### config.mk
export PLATFORM = sky130hd
export DESIGN_NAME = pc_gen
export DESIGN_NICKNAME = d
export VERILOG_FILES = /design/src/rtl/pc_gen_pkg.sv /design/src/rtl/pc_ras.sv /design/src/rtl/pc_gen.sv
export SDC_FILE = /design/constraint.sdc
export NUM_CORES = 1
export LEC_CHECK = 0
export BUFFER_PORTS_ARGS = -buffer_cell sky130_fd_sc_hd__buf_2
export CAP_MARGIN = 20
export CELL_PAD_IN_SITES_DETAIL_PLACEMENT = 1
export CELL_PAD_IN_SITES_GLOBAL_PLACEMENT = 1
export CORE_MARGIN = 2
export CORE_UTILIZATION = 43
export DETAILED_ROUTE_END_ITERATION = 10
export GPL_TIMING_DRIVEN = 0
export PLACE_DENSITY = 0.92
export SLEW_MARGIN = 25
export SYNTH_ARGS = -nofsm -noshare
export SYNTH_HDL_FRONTEND = slang
export SYNTH_SLANG_ARGS = --single-unit
### constraint.sdc
create_clock -name clk -period 4.8 [get_ports clk]
set_input_delay 0.24 -clock clk [delete_from_list [all_inputs] [get_ports clk]]
set_output_delay 0.24 -clock clk [all_outputs]
set_load 0.005 [all_outputs]
### src/rtl/pc_gen_pkg.sv
// Shared definitions for the fetch PC generator: decode op encoding and
// default reset/exception addresses.
package pc_gen_pkg;

  typedef enum logic [2:0] {
    OP_NONE = 3'd0,
    OP_BR   = 3'd1,
    OP_J    = 3'd2,
    OP_JAL  = 3'd3,
    OP_JR   = 3'd4
  } id_op_e;

  localparam logic [31:0] DEFAULT_RESET_PC   = 32'h0000_3000;
  localparam logic [31:0] DEFAULT_EXC_VECTOR = 32'h0000_4180;

  localparam int MISS_CNT_W = 16;

  // Sign-extend a 16-bit branch immediate and scale it to a byte offset.
  function automatic logic [31:0] br_byte_offset(input logic [15:0] imm);
    br_byte_offset = {{14{imm[15]}}, imm, 2'b00};
  endfunction

endpackage

### src/rtl/pc_ras.sv
// Circular return-address stack; a push onto a full stack overwrites the
// oldest entry, a pop of an empty stack is ignored.
module pc_ras #(
  parameter int XLEN      = 32,
  parameter int RAS_DEPTH = 4
) (
  input  logic                         clk,
  input  logic                         rst_n,
  input  logic                         i_push,
  input  logic [XLEN-1:0]              i_push_data,
  input  logic                         i_pop,
  output logic [XLEN-1:0]              o_top,
  output logic [$clog2(RAS_DEPTH):0]   o_count,
  output logic                         o_empty
);

  localparam int PTR_W = $clog2(RAS_DEPTH);
  localparam int CNT_W = PTR_W + 1;
  localparam logic [CNT_W-1:0] FULL_COUNT = CNT_W'(RAS_DEPTH);

  logic [XLEN-1:0]  r_mem [RAS_DEPTH];
  logic [PTR_W-1:0] r_ptr;
  logic [CNT_W-1:0] r_count;
  logic [PTR_W-1:0] w_top_idx;

  // r_ptr names the next free slot, so the top sits one below it.
  assign w_top_idx = r_ptr - PTR_W'(1);
  assign o_top     = r_mem[w_top_idx];
  assign o_count   = r_count;
  assign o_empty   = (r_count == '0);

  always_ff @(posedge clk or negedge rst_n) begin
    if (!rst_n) begin
      r_ptr   <= '0;
      r_count <= '0;
      for (int i = 0; i < RAS_DEPTH; i++) begin
        r_mem[i] <= '0;
      end
    end else if (i_push) begin
      r_mem[r_ptr] <= i_push_data;
      r_ptr        <= r_ptr + PTR_W'(1);
      if (r_count != FULL_COUNT) begin
        r_count <= r_count + CNT_W'(1);
      end
    end else if (i_pop && (r_count != '0)) begin
      r_ptr   <= r_ptr - PTR_W'(1);
      r_count <= r_count - CNT_W'(1);
    end
  end

endmodule

### src/rtl/pc_gen.sv
// Fetch PC generator: exception/redirect selection with stall-time pending
// redirect capture, plus return-address-stack misprediction statistics.
module pc_gen
  import pc_gen_pkg::*;
#(
  parameter int              XLEN       = 32,
  parameter logic [XLEN-1:0] RESET_PC   = XLEN'(DEFAULT_RESET_PC),
  parameter logic [XLEN-1:0] EXC_VECTOR = XLEN'(DEFAULT_EXC_VECTOR),
  parameter int              RAS_DEPTH  = 4
) (
  input  logic                        clk,
  input  logic                        rst_n,
  input  logic                        i_stall,
  input  logic                        i_exc_req,
  input  logic                        i_id_valid,
  input  logic [2:0]                  i_id_op,
  input  logic                        i_br_taken,
  input  logic [XLEN-1:0]             i_id_pc4,
  input  logic [15:0]                 i_br_offset,
  input  logic [25:0]                 i_j_index,
  input  logic [XLEN-1:0]             i_jr_target,
  input  logic                        i_jr_is_ra,
  output logic [XLEN-1:0]             o_pc,
  output logic [XLEN-1:0]             o_pc4,
  output logic [XLEN-1:0]             o_link_addr,
  output logic [$clog2(RAS_DEPTH):0]  o_ras_count,
  output logic                        o_ras_miss,
  output logic [MISS_CNT_W-1:0]       o_miss_cnt
);

  localparam int CNT_W = $clog2(RAS_DEPTH) + 1;

  logic [XLEN-1:0]       r_pc;
  logic                  r_pend_valid;
  logic [XLEN-1:0]       r_pend_target;
  logic                  r_ras_miss;
  logic [MISS_CNT_W-1:0] r_miss_cnt;

  logic [XLEN-1:0]  w_pc4;
  logic [XLEN-1:0]  w_br_target;
  logic [XLEN-1:0]  w_j_target;
  logic [XLEN-1:0]  w_target;
  logic             w_redirect;
  logic             w_accepted;
  logic             w_push;
  logic             w_pop;
  logic             w_miss;
  logic [XLEN-1:0]  w_ras_top;
  logic [CNT_W-1:0] w_ras_count;
  logic             w_ras_empty;

  assign w_pc4       = r_pc + XLEN'(4);
  assign w_br_target = i_id_pc4 + XLEN'($signed(br_byte_offset(i_br_offset)));
  assign w_j_target  = {i_id_pc4[XLEN-1:28], i_j_index, 2'b00};

  // Unused op codes (5-7) fall to the default arm and never redirect.
  always_comb begin
    w_target   = '0;
    w_redirect = 1'b0;
    case (i_id_op)
      OP_BR: begin
        w_target   = w_br_target;
        w_redirect = i_br_taken;
      end
      OP_J, OP_JAL: begin
        w_target   = w_j_target;
        w_redirect = 1'b1;
      end
      OP_JR: begin
        w_target   = i_jr_target;
        w_redirect = 1'b1;
      end
      default: begin
        w_target   = '0;
        w_redirect = 1'b0;
      end
    endcase
    w_redirect = w_redirect & i_id_valid;
  end

  // A redirect seen while stalled is parked and wins over the live redirect
  // on the first unstalled cycle; an exception discards it.
  always_ff @(posedge clk or negedge rst_n) begin
    if (!rst_n) begin
      r_pc          <= RESET_PC;
      r_pend_valid  <= 1'b0;
      r_pend_target <= '0;
    end else if (i_exc_req) begin
      r_pc         <= EXC_VECTOR;
      r_pend_valid <= 1'b0;
    end else if (i_stall) begin
      if (w_redirect) begin
        r_pend_valid  <= 1'b1;
        r_pend_target <= w_target;
      end
    end else if (r_pend_valid) begin
      r_pc         <= r_pend_target;
      r_pend_valid <= 1'b0;
    end else if (w_redirect) begin
      r_pc <= w_target;
    end else begin
      r_pc <= w_pc4;
    end
  end

  assign w_accepted  = i_id_valid & ~i_stall & ~i_exc_req;
  assign w_push      = w_accepted & (i_id_op == OP_JAL);
  assign w_pop       = w_accepted & (i_id_op == OP_JR) & i_jr_is_ra;
  assign o_link_addr = i_id_pc4 + XLEN'(4);

  pc_ras #(
    .XLEN      (XLEN),
    .RAS_DEPTH (RAS_DEPTH)
  ) u_ras (
    .clk         (clk),
    .rst_n       (rst_n),
    .i_push      (w_push),
    .i_push_data (o_link_addr),
    .i_pop       (w_pop),
    .o_top       (w_ras_top),
    .o_count     (w_ras_count),
    .o_empty     (w_ras_empty)
  );

  assign w_miss = w_pop & (w_ras_empty | (w_ras_top != i_jr_target));

  always_ff @(posedge clk or negedge rst_n) begin
    if (!rst_n) begin
      r_ras_miss <= 1'b0;
      r_miss_cnt <= '0;
    end else begin
      r_ras_miss <= w_miss;
      if (w_miss && (r_miss_cnt != {MISS_CNT_W{1'b1}})) begin
        r_miss_cnt <= r_miss_cnt + MISS_CNT_W'(1);
      end
    end
  end

  assign o_pc        = r_pc;
  assign o_pc4       = w_pc4;
  assign o_ras_count = w_ras_count;
  assign o_ras_miss  = r_ras_miss;
  assign o_miss_cnt  = r_miss_cnt;

endmodule

==> results.json <==
{
  "status": "finished, final reports clean",
  "clk_latency_ns": 0.53,
  "grt_pass1_wl_um": 82010,
  "synth_edf_count": 0,
  "layout_commonest_cell": "buf_2",
  "report.final.slew_viol_count": 0,
  "syn_area_per_cell_um2": 9.149,
  "vias": 13340,
  "ys_types": 78,
  "start_util_pct": 43.64,
  "drt_first_pass_iters": 7,
  "synthAdderAreaFrac_pct": 3.675,
  "drc_errors": 0,
  "netlist_instances": 1459,
  "hold_viol_final": 0,
  "cp.arrival_ns": 5.11,
  "max_stage_delay_ns": 0.41,
  "grt_max_degree": 83,
  "skew_ns": 0.01423,
  "area_growth_pct": 18.84,
  "fp.coreArea_um2": 30590,
  "antenna_found_initial": 5,
  "critPathTopFamily": "buffers and inverters",
  "synthXorXnorAreaFrac_pct": 7.546,
  "yosys-mux-area-fraction_pct": 7.565,
  "yosys_register_bits": 215,
  "wire_per_inst_um": 25.30,
  "wl_um": 54020,
  "worst_path_most_repeated_cell": "buf_6",
  "pre_cts_slack_ns": 0.2472,
  "crit_path_start_kind": "register",
  "gr-usage-all-layers_pct": 32.27,
  "cts_root_buf": "clkbuf_16",
  "dp.cells": 2087,
  "synth_simple_gate_area_share_pct": 16.99,
  "cts_tree": "built",
  "ios": 232,
  "dpl.hpwl_um": 40360,
  "fin_setup_tns_ns": 0,
  "antenna_left": 0,
  "endpoint_kind": "register",
  "power.leakage_uw": 0.007499,
  "drive_gt1_share_pct": 19.78,
  "synth_nets": 1613,
  "cts_buffers": 25,
  "clk_path_buf_depth": 3,
  "p_per_area_nw_per_um2": 387.8,
  "min_period_ns": 4.706,
  "tightestPinTransition_ns": 0.9065,
  "final_cell_mix": "buf_2 (230), dfrtp_1 (213), nand2_1 (208)",
  "dieArea_um2": 32470,
  "rsz0062_at_grt": "no",
  "hold_class": "input pin to register",
  "drt-initial-drc-count": 1345,
  "cp_max_fo": 10,
  "required_ns": 5.20,
  "instances_no_fill": 2135,
  "synth_area_um2": 13350,
  "rows": 64,
  "yosys_warnings": 0,
  "slowest_stage": "dfrtp_1",
  "max_cap_violations": 0,
  "max-vdd-ir-drop_mv": 0.2947,
  "numPortBuffers": 230,
  "timing.fmax_ghz": 0.2125,
  "synth-seq-area-share_pct": 40.33,
  "crit_chain": "buf_6, buf_6, buf_2, inv_1, ha_1, clkbuf_4, buf_6, mux2i_2, nand2_1, a311oi_1, o2111ai_1, nor4_2, a31oi_2, and2_1, buf_6, and4_1, xor2_1",
  "synthArstFlopShare_pct": 100.0,
  "dieHeight_um": 180.2,
  "finalSetupViolCount": 0,
  "critical_path_class": "register to register",
  "slew_headroom_pct": 39.44,
  "synth_top_family_by_area": "compound AO/OA/AOI/OAI gates",
  "worst-path-buf-inv": 7,
  "nets": 1873,
  "synth_top_flop_cell": "dfrtp_1",
  "synth_compound_area_share_pct": 19.32,
  "setup_ws_ns": 0.09376,
  "routabilityCongestion": 0.9464,
  "grt_pass1_vias": 13940,
  "final.period_utilization_pct": 98.05,
  "h-tree-depth": 1,
  "routed_via_density": 6.246,
  "clk_pin_slew_ns": 0.06,
  "die_width_um": 180.2,
  "cts.sinks": 215,
  "gr-total-overflow": 0
}
synthesized netlist by cell type, types with 7 or more instances:
master / count / share of area (%)
buf_1: 9 / 0.25
nor2_1: 60 / 1.7
o21bai_1: 7 / 0.39
a31oi_1: 12 / 0.56
buf_4: 7 / 0.39
a21oi_1: 67 / 2.5
mux4_2: 27 / 4.6
dfrtp_1: 213 / 40
o21ai_1: 18 / 0.67
and4_1: 8 / 0.52
nand4_1: 18 / 0.84
mux2_2: 16 / 1.3
and3_1: 49 / 2.3
o21ai_0: 159 / 6.0
nand3_2: 7 / 0.52
and2_1: 12 / 0.56
inv_1: 54 / 1.5
mux2i_1: 21 / 1.6
nand3_1: 44 / 1.6
xor2_1: 39 / 2.6
a22oi_1: 17 / 0.96
a21o_1: 31 / 1.7
o22ai_1: 11 / 0.52
ha_1: 36 / 3.4
a211oi_1: 17 / 0.96
nor3_1: 22 / 0.82
nor2b_1: 12 / 0.56
xnor2_1: 76 / 5.0
nand2_1: 208 / 5.8
a221oi_1: 11 / 0.72
clkbuf_1: 63 / 1.8
o2bb2ai_1: 7 / 0.46
report_power, final:
part           total [uW]  internal (uW)  switching (uW)  leakage, uW
clock network        1810           1020             785     0.000365
registers            2300           2080             212      0.00288
logic                2050            842            1210      0.00426
total                6150           3950            2200      0.00750
cell families after synthesis:
kind of cell	count (synthesis)
and+or+nand+nor	470
buffers and inverters	142
muxes	65
AOI/OAI and AO/OA	414
DFF	215
xor gates and xnor gates	115
adders and majority gates	38
flip-flops by register name, summed over array words and instances (netlist names):
register       cells
o_miss_cnt        16
u_ras.r_mem      128
u_ras.r_ptr        2
o_ras_miss         1
r_pend_target     32
r_pend_valid       1
u_ras.o_count      3
o_pc              32
routing by layer:
metal	GRT usage (%)	wire length, um	vias up
met1	40.15	21070	6687
met5	0	0	-
met3	4.770	3776	192
met4	16.77	3124	0
li1	-	-	5773
met2	54.52	26050	683
per-stage QoR:
step	total power [uW]	hold slack [ns]	cell area [um2]	util, %
after floorplan	3512	-0.05559	13350	-
after global placement	4121	0.4539	14990	49.02
after detailed placement	4244	0.2358	15060	49.25
after CTS	6074	0.05237	15820	51.71
after global routing	6367	0.08430	15860	51.86
final	6151	0.06328	15860	51.86
path summary, 6_finish.rpt:
kind / to / startpoint / slack, ns / depth (start not counted)
worst max-delay path: o_miss_cnt[14] / u_ras.r_ptr[0] / 0.09 / 17
worst min-delay path: u_ras.r_mem[1] / i_id_pc4[1] / 0.06 / 2
worst max register to register: o_miss_cnt[14] / u_ras.r_ptr[0] / 0.09 / 17
worst min register to register: r_pend_target[6] / r_pend_target[6] / 0.47 / 2
max in group asynchronous: u_ras.r_mem[26] / rst_n / 3.70 / 3
min in group asynchronous: o_pc[1] / rst_n / 0.27 / 2
layout make-up:
type / count / area [um2]
Multi-Input combinational cell: 1102 / 7376
Inverter: 54 / 202.7
Fill cell: 3644 / 14730
Sequential cell: 215 / 5383
Antenna cell: 5 / 12.51
Clock inverter: 4 / 30.03
Tap cell: 396 / 495.5
Timing Repair Buffer: 233 / 1226
Clock buffer: 38 / 714.4
Buffer: 88 / 422.9
repair_timing:
| action | 4_1_cts | 5_1_grt |
|---|---|---|
| hold buffers | 1 | 0 |
| buffers inserted | 0 | 0 |
| resized for setup | 0 | 10 |
| setup endpoints to repair | 0 | 15 |
| endpoints found under the hold margin | 62 | 0 |
Power figures use the tool's default switching activity.
